File: src/rtl/cmp4_sort_ctrl_pkg.sv
// Shared definitions for the cmp4 sorting controller: data width,
// FSM state encoding and comparator result bit positions.
package cmp4_sort_pkg;

  localparam int DATA_W = 4;

  // Bit positions inside the 3-bit comparator result vector
  localparam int LT = 2;
  localparam int GT = 1;
  localparam int EQ = 0;

  typedef enum logic [1:0] {
    LOAD  = 2'd0,
    SORT  = 2'd1,
    DRAIN = 2'd2
  } state_t;

endpackage

File: src/rtl/cmp4_sort_ctrl_cmp.sv
// Gate-level 4-bit unsigned magnitude comparator. This is the only
// comparison resource in the controller; result is {lt, gt, eq}.
module Comparator_4bits
  import cmp4_sort_pkg::*;
(
  input  logic [DATA_W-1:0] a,
  input  logic [DATA_W-1:0] b,
  output logic [2:0]        result
);

  logic [3:0] eq_bit;
  logic [3:0] gt_bit;
  logic [3:0] lt_bit;

  // Per-bit equality and strict inequality terms
  assign eq_bit = ~(a ^ b);
  assign gt_bit = a & ~b;
  assign lt_bit = ~a & b;

  // MSB-first priority: a lower bit only decides when all higher bits match
  assign result[GT] = gt_bit[3]
                    | (eq_bit[3] & gt_bit[2])
                    | (eq_bit[3] & eq_bit[2] & gt_bit[1])
                    | (eq_bit[3] & eq_bit[2] & eq_bit[1] & gt_bit[0]);

  assign result[LT] = lt_bit[3]
                    | (eq_bit[3] & lt_bit[2])
                    | (eq_bit[3] & eq_bit[2] & lt_bit[1])
                    | (eq_bit[3] & eq_bit[2] & eq_bit[1] & lt_bit[0]);

  assign result[EQ] = eq_bit[3] & eq_bit[2] & eq_bit[1] & eq_bit[0];

endmodule

File: src/rtl/cmp4_sort_ctrl.sv
// Frame sorting controller: loads DEPTH 4-bit values, bubble-sorts them
// in place with one shared comparator (one compare per clock, early exit
// on a swap-free pass), then streams the sorted frame out.
module cmp4_sort_ctrl
  import cmp4_sort_pkg::*;
#(
  parameter int DEPTH = 8
) (
  input  logic              clk,
  input  logic              rst_n,
  input  logic              in_valid,
  input  logic [DATA_W-1:0] in_data,
  output logic              in_ready,
  output logic              out_valid,
  output logic [DATA_W-1:0] out_data,
  output logic              out_last,
  input  logic              out_ready,
  output logic              busy
);

  localparam int PTR_W = $clog2(DEPTH);
  localparam logic [PTR_W-1:0] LAST_PTR  = PTR_W'(DEPTH - 1);
  localparam logic [PTR_W-1:0] LAST_PASS = PTR_W'(DEPTH - 2);

  state_t state_q;
  state_t state_d;

  logic [DATA_W-1:0] mem [DEPTH];
  logic [PTR_W-1:0]  wr_ptr;
  logic [PTR_W-1:0]  rd_ptr;
  logic [PTR_W-1:0]  pass_idx;
  logic [PTR_W-1:0]  cmp_idx;
  logic [PTR_W-1:0]  cmp_idx_next;
  logic [PTR_W-1:0]  pass_last_idx;
  logic              swap_flag;

  logic [DATA_W-1:0] cmp_a;
  logic [DATA_W-1:0] cmp_b;
  logic [2:0]        cmp_result;

  logic load_fire;
  logic load_last;
  logic drain_fire;
  logic drain_last;
  logic do_swap;
  logic sort_at_last;
  logic sort_done;

  // Operand muxes: adjacent pair under the compare index
  assign cmp_idx_next  = cmp_idx + PTR_W'(1);
  assign cmp_a         = mem[cmp_idx];
  assign cmp_b         = mem[cmp_idx_next];
  assign pass_last_idx = LAST_PASS - pass_idx;

  Comparator_4bits u_cmp (
    .a      (cmp_a),
    .b      (cmp_b),
    .result (cmp_result)
  );

  // Swap only on a strict greater-than, so equal keys keep their order
  assign do_swap      = (state_q == SORT) & cmp_result[GT] & ~cmp_result[EQ] & ~cmp_result[LT];
  assign sort_at_last = (state_q == SORT) && (cmp_idx == pass_last_idx);
  assign sort_done    = sort_at_last && (!(swap_flag || do_swap) || (pass_idx == LAST_PASS));

  assign load_fire  = (state_q == LOAD) && in_valid;
  assign load_last  = load_fire && (wr_ptr == LAST_PTR);
  assign drain_fire = (state_q == DRAIN) && out_ready;
  assign drain_last = drain_fire && (rd_ptr == LAST_PTR);

  // Outputs decode directly from state and the registered memory
  assign in_ready  = (state_q == LOAD);
  assign out_valid = (state_q == DRAIN);
  assign busy      = (state_q == SORT);
  assign out_data  = (state_q == DRAIN) ? mem[rd_ptr] : '0;
  assign out_last  = (state_q == DRAIN) && (rd_ptr == LAST_PTR);

  // State register
  always_ff @(posedge clk or negedge rst_n) begin
    if (!rst_n) begin
      state_q <= LOAD;
    end else begin
      state_q <= state_d;
    end
  end

  // Next-state decode
  always_comb begin
    state_d = state_q;
    case (state_q)
      LOAD:    if (load_last)  state_d = SORT;
      SORT:    if (sort_done)  state_d = DRAIN;
      DRAIN:   if (drain_last) state_d = LOAD;
      default: state_d = LOAD;
    endcase
  end

  // Frame memory: written by the loader, rearranged by swaps
  always_ff @(posedge clk or negedge rst_n) begin
    if (!rst_n) begin
      for (int k = 0; k < DEPTH; k++) begin
        mem[k] <= '0;
      end
    end else if (load_fire) begin
      mem[wr_ptr] <= in_data;
    end else if (do_swap) begin
      mem[cmp_idx]      <= cmp_b;
      mem[cmp_idx_next] <= cmp_a;
    end
  end

  // Load/drain pointers and the bubble-sort schedule counters
  always_ff @(posedge clk or negedge rst_n) begin
    if (!rst_n) begin
      wr_ptr    <= '0;
      rd_ptr    <= '0;
      pass_idx  <= '0;
      cmp_idx   <= '0;
      swap_flag <= 1'b0;
    end else begin
      case (state_q)
        LOAD: begin
          if (load_last) begin
            wr_ptr    <= '0;
            pass_idx  <= '0;
            cmp_idx   <= '0;
            swap_flag <= 1'b0;
          end else if (load_fire) begin
            wr_ptr <= wr_ptr + PTR_W'(1);
          end
        end
        SORT: begin
          if (sort_at_last) begin
            if (!sort_done) begin
              pass_idx  <= pass_idx + PTR_W'(1);
              cmp_idx   <= '0;
              swap_flag <= 1'b0;
            end
          end else begin
            cmp_idx   <= cmp_idx_next;
            swap_flag <= swap_flag | do_swap;
          end
        end
        DRAIN: begin
          if (drain_last) begin
            rd_ptr <= '0;
          end else if (drain_fire) begin
            rd_ptr <= rd_ptr + PTR_W'(1);
          end
        end
        default: ;
      endcase
    end
  end

endmodule

File: config.mk
export PLATFORM = sky130hd
export DESIGN_NAME = cmp4_sort_ctrl
export DESIGN_NICKNAME = d
export VERILOG_FILES = /design/src/rtl/cmp4_sort_ctrl_pkg.sv /design/src/rtl/cmp4_sort_ctrl_cmp.sv /design/src/rtl/cmp4_sort_ctrl.sv
export SDC_FILE = /design/constraint.sdc
export NUM_CORES = 1
export LEC_CHECK = 0
export CAP_MARGIN = 25
export CORE_UTILIZATION = 55
export DETAILED_ROUTE_END_ITERATION = 16
export PLACE_DENSITY = 0.85
export SLEW_MARGIN = 25
export SYNTH_ARGS = -nofsm -noshare
export SYNTH_HDL_FRONTEND = slang
export SYNTH_SLANG_ARGS = --single-unit
export TNS_END_PERCENT = 20
File: constraint.sdc
create_clock -name clk -period 3.72 [get_ports clk]
set_input_delay 0.744 -clock clk [delete_from_list [all_inputs] [get_ports clk]]
set_output_delay 0.744 -clock clk [all_outputs]
set_load 0.03 [all_outputs]
* Word-level counts from Yosys, hierarchy flattened
Cells that the tools add are included.
Storage, ports and cells: logic and storage cells 132, output and inout port bits 8, bits in latches 0, ROM bits 0, memories kept 0, register bits 47, bits of input ports 8, RAM bits 0
Cells by class: $mul 0, shift-type cells 0, divide/modulo/power cells 0, reduce and logical (&&, ||, !) cells 23, $add $sub $neg 5, order comparisons 7, bitwise logic cells 31, mux-type cells 40, equality and inequality tests 12
Operators by type and width (count):
- $bwmux 32 | 3
- $mux 32 | 2
- $mux 4 | 10
- $bmux 4 s3 | 3
- $demux 4 s3 | 3
- $mux 3 | 9
- $ge 4x4->1 const B | 4
- $not 3->4 | 4
- $add 3x1->3 const B | 4
- $and 1x1->1 | 12
- $lt 4x1->1 const B | 3
- $not 4->4 | 3
- $pmux 3 s2 | 2
- $logic_and 1x1->1 | 10
- $eq 3x3->1 const B | 3
- $and 4x4->4 | 2
- $ne 2x1->1 const B | 4
- $reduce_bool 2->1 | 4
- $or 1x1->1 | 7
- $mux 2 | 3
- $pmux 2 s3 | 1
- $reduce_and 3->1 | 2
- $reduce_and 2->1 | 2
- $reduce_and 4->1 | 1
- 13 further kinds | 17

* Logic depth before layout (Yosys ltp)
Gate-level depths: netlist (run 1).
depth in word-level cells 21, depth in mapped cells 16, mapped depth without buffers 13

* By module
Synthesis (run 1) repeated with hierarchy kept, for this count alone.
Unflattened totals: cell total of the unflattened synthesis 495, area total of the unflattened synthesis 4247.8 um^2
By module, submodules not included:
- cmp4_sort_ctrl | sequential area each 1176.1 um^2, cells an instance 471, area each 4073.9 um^2, instances 1
- Comparator_4bits | sequential area each 0.0 um^2, cells an instance 24, area each 173.9 um^2, instances 1

* Least setup slack after synthesis (run 1)
OpenSTA, ideal clock, no wires.
path kind flip-flop to flip-flop, start point register cmp_idx[1], end point register mem[14] (netlist name), stages on the path, launching flop included 14, library setup time 0.121 ns, data arrival time 3.804 ns, setup slack -0.205 ns, period minus slack after synthesis 3.925 ns, required time 3.599 ns, buffers on the path 1, cells stage by stage dfrtp_1 -> ha_1 -> xor2_4 -> mux4_2 -> a21o_4 -> or2_2 -> ha_1 -> nand2_1 -> or3_1 -> and3_1 -> buf_2 -> a21oi_1 -> nor2_1 -> a22o_1
Between the ends: longest elaborated chain between the ends 15, elaborated cells between the ends (all ways) 50, those cells by class add/sub (1); order compare (4); mux (14); bitwise (28); reduce/logical (3)
RTL lines:
- from (decl) | RTL line cmp4_sort_ctrl.sv:32 | logic [PTR_W-1:0] cmp_idx;
- from (signal assigned) | RTL line cmp4_sort_ctrl.sv:140 | cmp_idx <= cmp_idx_next;
- $add 3x1->3 | RTL line cmp4_sort_ctrl.sv:50 | assign cmp_idx_next = cmp_idx + PTR_W'(1);
- $not 3->4 (implied by the code) | RTL line cmp4_sort_ctrl.sv:52, cmp4_sort_ctrl.sv:108
- $bmux 4 s3 | RTL line cmp4_sort_ctrl.sv:52 | assign cmp_b = mem[cmp_idx_next];
- $mux 4 (implied by the code) (2 in series) | RTL line cmp4_sort_ctrl.sv:52
- $xor 4x4->4 / $not 4->4 (equally long branches) | RTL line cmp4_sort_ctrl_cmp.sv:16, cmp4_sort_ctrl_cmp.sv:17
- $not 4->4 / $and 4x4->4 (equally long branches) | RTL line cmp4_sort_ctrl_cmp.sv:16, cmp4_sort_ctrl_cmp.sv:17
- $and 1x1->1, on equally long branches
- $or 1x1->1 (tied with other cells) | RTL line cmp4_sort_ctrl_cmp.sv:22 | | (eq_bit[3] & gt_bit[2])
- $or 1x1->1 / $and 1x1->1 (equally long branches) | RTL line cmp4_sort_ctrl_cmp.sv:23, cmp4_sort_ctrl_cmp.sv:24
- $or 1x1->1 | RTL line cmp4_sort_ctrl_cmp.sv:24 | | (eq_bit[3] & eq_bit[2] & eq_bit[1] & gt_bit[0]);
- $and 1x1->1 (3 in series) | RTL line cmp4_sort_ctrl.sv:62 | assign do_swap = (state_q == SORT) & cmp_result[GT] & ~cmp_result[EQ] & ~cmp_result[LT];
- $reduce_bool 2->1 (no line)
- to (signal, indexed assignment) | RTL line cmp4_sort_ctrl.sv:105 | mem[wr_ptr] <= in_data;
- to (signal, indexed assignment) | RTL line cmp4_sort_ctrl.sv:107 | mem[cmp_idx] <= cmp_b;
- to (signal, indexed assignment) | RTL line cmp4_sort_ctrl.sv:108 | mem[cmp_idx_next] <= cmp_a;
- to (decl) | RTL line cmp4_sort_ctrl.sv:28 | logic [DATA_W-1:0] mem [DEPTH];
Several ways; a longest one is shown, not always the timed one. The select of a mux whose other input is x is not followed. A chain may end at the register's enable or synchronous reset.

* Worst setup path after layout (run 1)
start point register cmp_idx[0], end point register mem[6] (netlist name)
Same word-level chain as after synthesis.

==> results.cfg, run 1 <==
[setup_path]
rrSetupSlack_ns = 0.06
arrival_ns = 3.82
critical_path_buf_inv_count = 3
cp.required_ns = 3.89
critical_path_class = register to register
cp_common_cell = buf_4
crit_chain = ha_4, xor2_4, mux4_2, a21o_4, or2_2, ha_1, nand2_1, or3_4, buf_4, nand3_2, buf_4, nor2_1, buf_4, a21oi_1, o221ai_1
crit_slowest_cell = mux4_2
r2r-start = cmp_idx[0]
crit_family = simple AND/OR/NAND/NOR gates
r2r_cells = 15
r2r_end = mem[6]
cp_max_fo = 4
startpoint_type = register
crit_cells = 15
critPathMaxStageDelay_ns = 0.56
critPathCaptureType = register

[logic_synthesis]
synth_edf_count = 0
yosys.area_share.simple_pct = 19.44
synthMuxAreaShare_pct = 12.92
yosys-top-cells-count = 59 x nand2_1, 47 x dfrtp_1, 37 x nor2_1, 31 x a21oi_1, 24 x o31ai_1
ys_warn_count = 0
synth_area_leaders = dfrtp_1 29%, mux4_2 6.8%, nand2_1 5.6%, mux2i_1 5.0%, ha_1 4.7%
ys_types = 54
syn_nets = 483
synth.ff_latch_count = 47
synth_xor_area_share_pct = 2.132
syn_inst = 460
synth_compound_area_share_pct = 26.53
syn-mean-instance-area_um2 = 8.674
ys_async_sr_fraction_pct = 100.0
netlist_area_mm2 = 0.003990
synth.largest_area_cell = dfrtp_1
synth_top_cell_area_share_pct = 29.48
synthMostInstantiatedCell = nand2_1
synthAdderAreaFrac_pct = 4.704
synth-main-ff-cell = dfrtp_1
synth_top_family_by_area = compound AO/OA/AOI/OAI gates
seq_area_frac_synth_pct = 29.48

[route]
vias_per_cell = 6.902
firstDrtPassIters = 7
drt_wl_total_um = 13570
wl_per_cell_um = 22.65
drt-initial-drc-count = 600
via_count = 4134
drc = 0
ant_nets = 0

[global_routing]
grt_pass1_wl_um = 21320
grt_pass1_vias = 3906
antenna_found_initial = 0
overflow = 0
grt_use_total_pct = 37.87
grt_max_degree = 48

[sta]
fin_skew_ns = 0.01776
worst_pin_slew_ns = 0.7521
min_period_ns = 3.658
finalHoldViolCount = 0
fmax_mhz = 273.4
setup_tns_ns = 0
drv_slew = 0
finalCritPeriodShare_pct = 98.34
grt_setup_unrepaired = true
setup_viol = 0
max-slew-margin-rel_pct = 49.48

[clocking]
htreeDepth = 2
cts_num_sinks = 47
cts.root.buffer_cell = clkbuf_8
cts.path.max_buffers = 2
cts.clk_slew.worst_paths_ns = 0.10
numCtsBuffers = 5
clk_latency_ns = 0.31
cts_tree = done

[cells_and_area]
post-route-util_pct = 68.44
nNetsFinal = 525
final_layout_size_suffix_gt1_share_pct = 20.87
fill_cells = 568
layout.cells.non_filler = 599
antennaDiodeCount = 0
syn2layout_area_growth_pct = 18.47

[floorplan]
die_y_um = 87.18
initial_core_util_pct = 57.77
rows = 30
die_area_mm2 = 0.007599
core_mm2 = 0.006907
die_width_um = 87.18
ios = 16

[job]
cap_violations = 0

[placement]
dp.cells = 589
gp_congestion = 1.051
dpl.hpwl_um = 9910
port_buffers = 15

[status]
status = completed

[min_path]
worstHoldPathType = input port to async pin
## sequential cells by signal, indices dropped and copies added (netlist names)
name       cells
wr_ptr         3
state_q        2
swap_flag      1
rd_ptr         3
pass_idx       3
mem           32
cmp_idx        3
## worst reg2reg max path: stages, from the launching register on
cell and delay, ns:
dfrtp_2 0.43, ha_4 0.18, xor2_4 0.24, mux4_2 0.56
a21o_4 0.23, or2_2 0.29, ha_1 0.29, nand2_1 0.06
or3_4 0.39, buf_4 0.16, nand3_2 0.07, buf_4 0.12
nor2_1 0.04, buf_4 0.17, a21oi_1 0.13, o221ai_1 0.15
## per-stage QoR
stage	cell area, µm²	setup WS, ns	hold slack, ns
after detailed placement	4529	-0.05259	0.4907
after global routing	4727	-0.02405	0.5141
after global placement	4527	-0.02724	0.4962
after CTS	4631	0.002355	0.4869
after floorplan	4025	0.02147	0.4484
final	4727	0.06190	0.4546
## layout by cell type, fill, tap and decap left out, drive strengths merged, types with 2 or more instances in the layout
cell,n
o221ai,7
clkdlybuf4s50,14
a21o,6
or3,6
a22oi,2
o31ai,25
nand2,59
mux2i,20
nor3b,2
o2bb2ai,2
a22o,7
or2,2
nand3b,5
and3,5
a221oi,13
nor2b,5
and2,6
a31o,2
ha,15
mux4,12
nand2b,8
nor2,37
nor3,14
o211ai,4
o21ai,23
mux2,4
dfrtp,47
buf,48
a21oi,32
inv,19
nand3,12
a211oi,5
clkbuf,8
xnor2,3
a31oi,12
and3b,2
## final cells by class
class / count / area [µm²] / area share, %
clock buffers: 8 / 100.1 / 2.118
inverters: 19 / 71.32 / 1.509
multi-input cells: 367 / 2734 / 57.83
flip-flops and latches: 47 / 1177 / 24.91
well taps: 96 / 120.1 / 2.541
repair buffers: 62 / 524.3 / 11.09
## worst max-delay path by stage
stage,start,to,slack [ns]
global route,cmp_idx[0],mem[30],-0.02
floorplan,cmp_idx[1],mem[22],0.02
global placement,cmp_idx[0],mem[2],-0.03
CTS,cmp_idx[0],mem[31],0.002
finish,cmp_idx[0],mem[6],0.06
detailed placement,cmp_idx[0],mem[18],-0.05
## per-layer routing
layer  up-vias  routed length, µm  GRT usage, %
met4         0                639         15.95
met1      1973               5345         49.49
li1       1814                  -             -
met2       285               6016         59.84
met5         -                  0             0
met3        62               1563         9.573
## logic make-up after synthesis
kind of cell / after synthesis
multiplexers: 36
buffers and inverters: 46
AO/OA/AOI/OAI: 146
XOR/XNOR: 5
flip-flops: 47
AND/OR/NAND/NOR: 165
adder cells (fa/ha/maj): 15
## timing repair
item / 4_1_cts / 5_1_grt
pin swaps: 0 / 1
hold buffers: 0 / 0
endpoints found under the hold margin: 0 / 0
gates resized for setup: 1 / 19
endpoints found under the setup margin: 17 / 34
setup buffers: 0 / 2
Power of run 1 is not shown: default switching activity piles up to over one toggle a cycle in this logic, so the estimate is an artifact.
==> run 2: changes to the inputs <==
--- a/config.mk
+++ b/config.mk
@@ -6,9 +6,12 @@
 export NUM_CORES = 1
 export LEC_CHECK = 0
 export CAP_MARGIN = 25
-export CORE_UTILIZATION = 55
+export CELL_PAD_IN_SITES_DETAIL_PLACEMENT = 1
+export CELL_PAD_IN_SITES_GLOBAL_PLACEMENT = 2
+export CORE_MARGIN = 3
+export CORE_UTILIZATION = 35
 export DETAILED_ROUTE_END_ITERATION = 16
-export PLACE_DENSITY = 0.85
+export PLACE_DENSITY = 0.86
 export SLEW_MARGIN = 25
 export SYNTH_ARGS = -nofsm -noshare
 export SYNTH_HDL_FRONTEND = slang
==> run 2 against run 1 <==
Effect of this change:
- flip-flop and latch count unchanged
- die area up 67%
- global-route usage shrank 12 points
- worst setup slack improved by 0.027 ns
- sequential share of layout area is 1.6 points lower
- clock-buffer cell count down 3
- hold slack gained 0.084 ns
- via count is 1.9% higher
- cell count grew 9.2%
- critical path type unchanged
==> results.cfg, run 2 (synthesized netlist as in run 1, its figures left out) <==
[sta]
worst_pin_slew_ns = 0.9253
setup_tns_ns = 0
setup_viol = 0
max-slew-margin-rel_pct = 38.31
finalHoldViolCount = 0
holdWs_ns = 0.5390
fmax_mhz = 275.4
finalCritPeriodShare_pct = 97.61
fin_skew_ns = 0.008293
min_period_ns = 3.631
drv_slew = 0

[route]
vias_per_cell = 6.442
drt-initial-drc-count = 375
via_count = 4213
wl_per_cell_um = 24.92
drc = 0
drt_wl_total_um = 16300
firstDrtPassIters = 5
ant_nets = 0

[clocking]
clk_latency_ns = 0.30
cts_hold_buffers = 0
numCtsBuffers = 5
cts.clk_slew.worst_paths_ns = 0.07
cts_tree = done
cts.path.max_buffers = 2
cts.root.buffer_cell = clkbuf_16
cts_num_sinks = 47
htreeDepth = 2

[cells_and_area]
layout_common_cells = 59 x nand2_1, 50 x buf_4, 46 x dfrtp_1
nNetsFinal = 536
syn2layout_area_growth_pct = 26.75
final_area_mm2 = 0.005057
layout.cells.non_filler = 654
final_common_cell = nand2_1
top_register = mem
antennaDiodeCount = 0
final_layout_size_suffix_gt1_share_pct = 23.54
largest_reg_flops = 32

[placement]
dp.cells = 639
placed_area_mm2 = 0.004639
port_buffers = 15
gp_congestion = 0.9263
dpl.hpwl_um = 12110

[floorplan]
die_width_um = 112.8
core_mm2 = 0.01098
initial_core_util_pct = 36.33
die_y_um = 112.8
rows = 38
ios = 16
die_area_mm2 = 0.01272

[setup_path]
startpoint_type = register
cp_max_fo = 9
cp.required_ns = 3.91
critical_path_class = register to register
critPathCaptureType = register
arrival_ns = 3.82

[global_routing]
grt_use_total_pct = 25.49
grt_pass1_wl_um = 25050
overflow = 0
grt_max_degree = 44
antenna_found_initial = 0
grt_pass1_vias = 4381

[job]
cap_violations = 0

[min_path]
worstHoldPathType = register to register

[status]
status = completed
[run 2: final cells by class]
| class | count | area (µm²) |
|---|---|---|
| clock buffer | 5 | 125.1 |
| timing repair buffer | 73 | 628.1 |
| sequential | 47 | 1177 |
| inverter | 19 | 71.32 |
| tap | 140 | 175.2 |
| fill | 1274 | 5926 |
| multi-input combinational | 367 | 2813 |
| clock inverter | 3 | 67.56 |
[run 2: worst max-delay path, cell delays in order, from the launching register on]
cell and delay, ns:
dfrtp_2 0.43, ha_4 0.18, xor2_4 0.23, mux4_2 0.56
a21o_4 0.23, or2_4 0.26, ha_4 0.27, nand2_1 0.06
or3_4 0.40, and3_4 0.18, buf_12 0.15, o21ai_4 0.28
nor2_1 0.09, a22o_1 0.20
[run 2: repair_timing]
action | CTS | global route
resized for setup | 10 | 23
setup buffers | 3 | 4
pin swaps | 1 | 9
setup endpoints to repair | 34 | 36
[run 2: stage by stage]
stage,setup WS [ns],util (%)
CTS,0.009734,44.70
global placement,-0.05687,42.24
floorplan,0.02147,-
global route,-0.03310,46.05
finish,0.08885,46.05
detailed placement,-0.08442,42.24
[run 2: metal layers]
| layer | vias up | routed length, µm | track usage, % |
|---|---|---|---|
| met1 | 2187 | 7033 | 33.69 |
| met3 | 32 | 924 | 4.225 |
| met4 | 0 | 403 | 9.135 |
| met2 | 159 | 7933 | 42.22 |
| li1 | 1835 | - | - |
| met5 | - | 0 | 0 |
[run 2: path summary, 6_finish.rpt]
check	start	endpoint	slack, ns	cells after the start
max in group asynchronous	rst_n	wr_ptr[2]	2.39	2
hold reg to reg	pass_idx[1]	pass_idx[1]	0.54	1
hold / removal	pass_idx[1]	pass_idx[1]	0.54	1
setup reg to reg	cmp_idx[0]	mem[27]	0.09	13
setup / recovery	cmp_idx[0]	mem[27]	0.09	13
min in group asynchronous	rst_n	mem[20]	0.57	1
Power of run 2 is left out for the same reason.
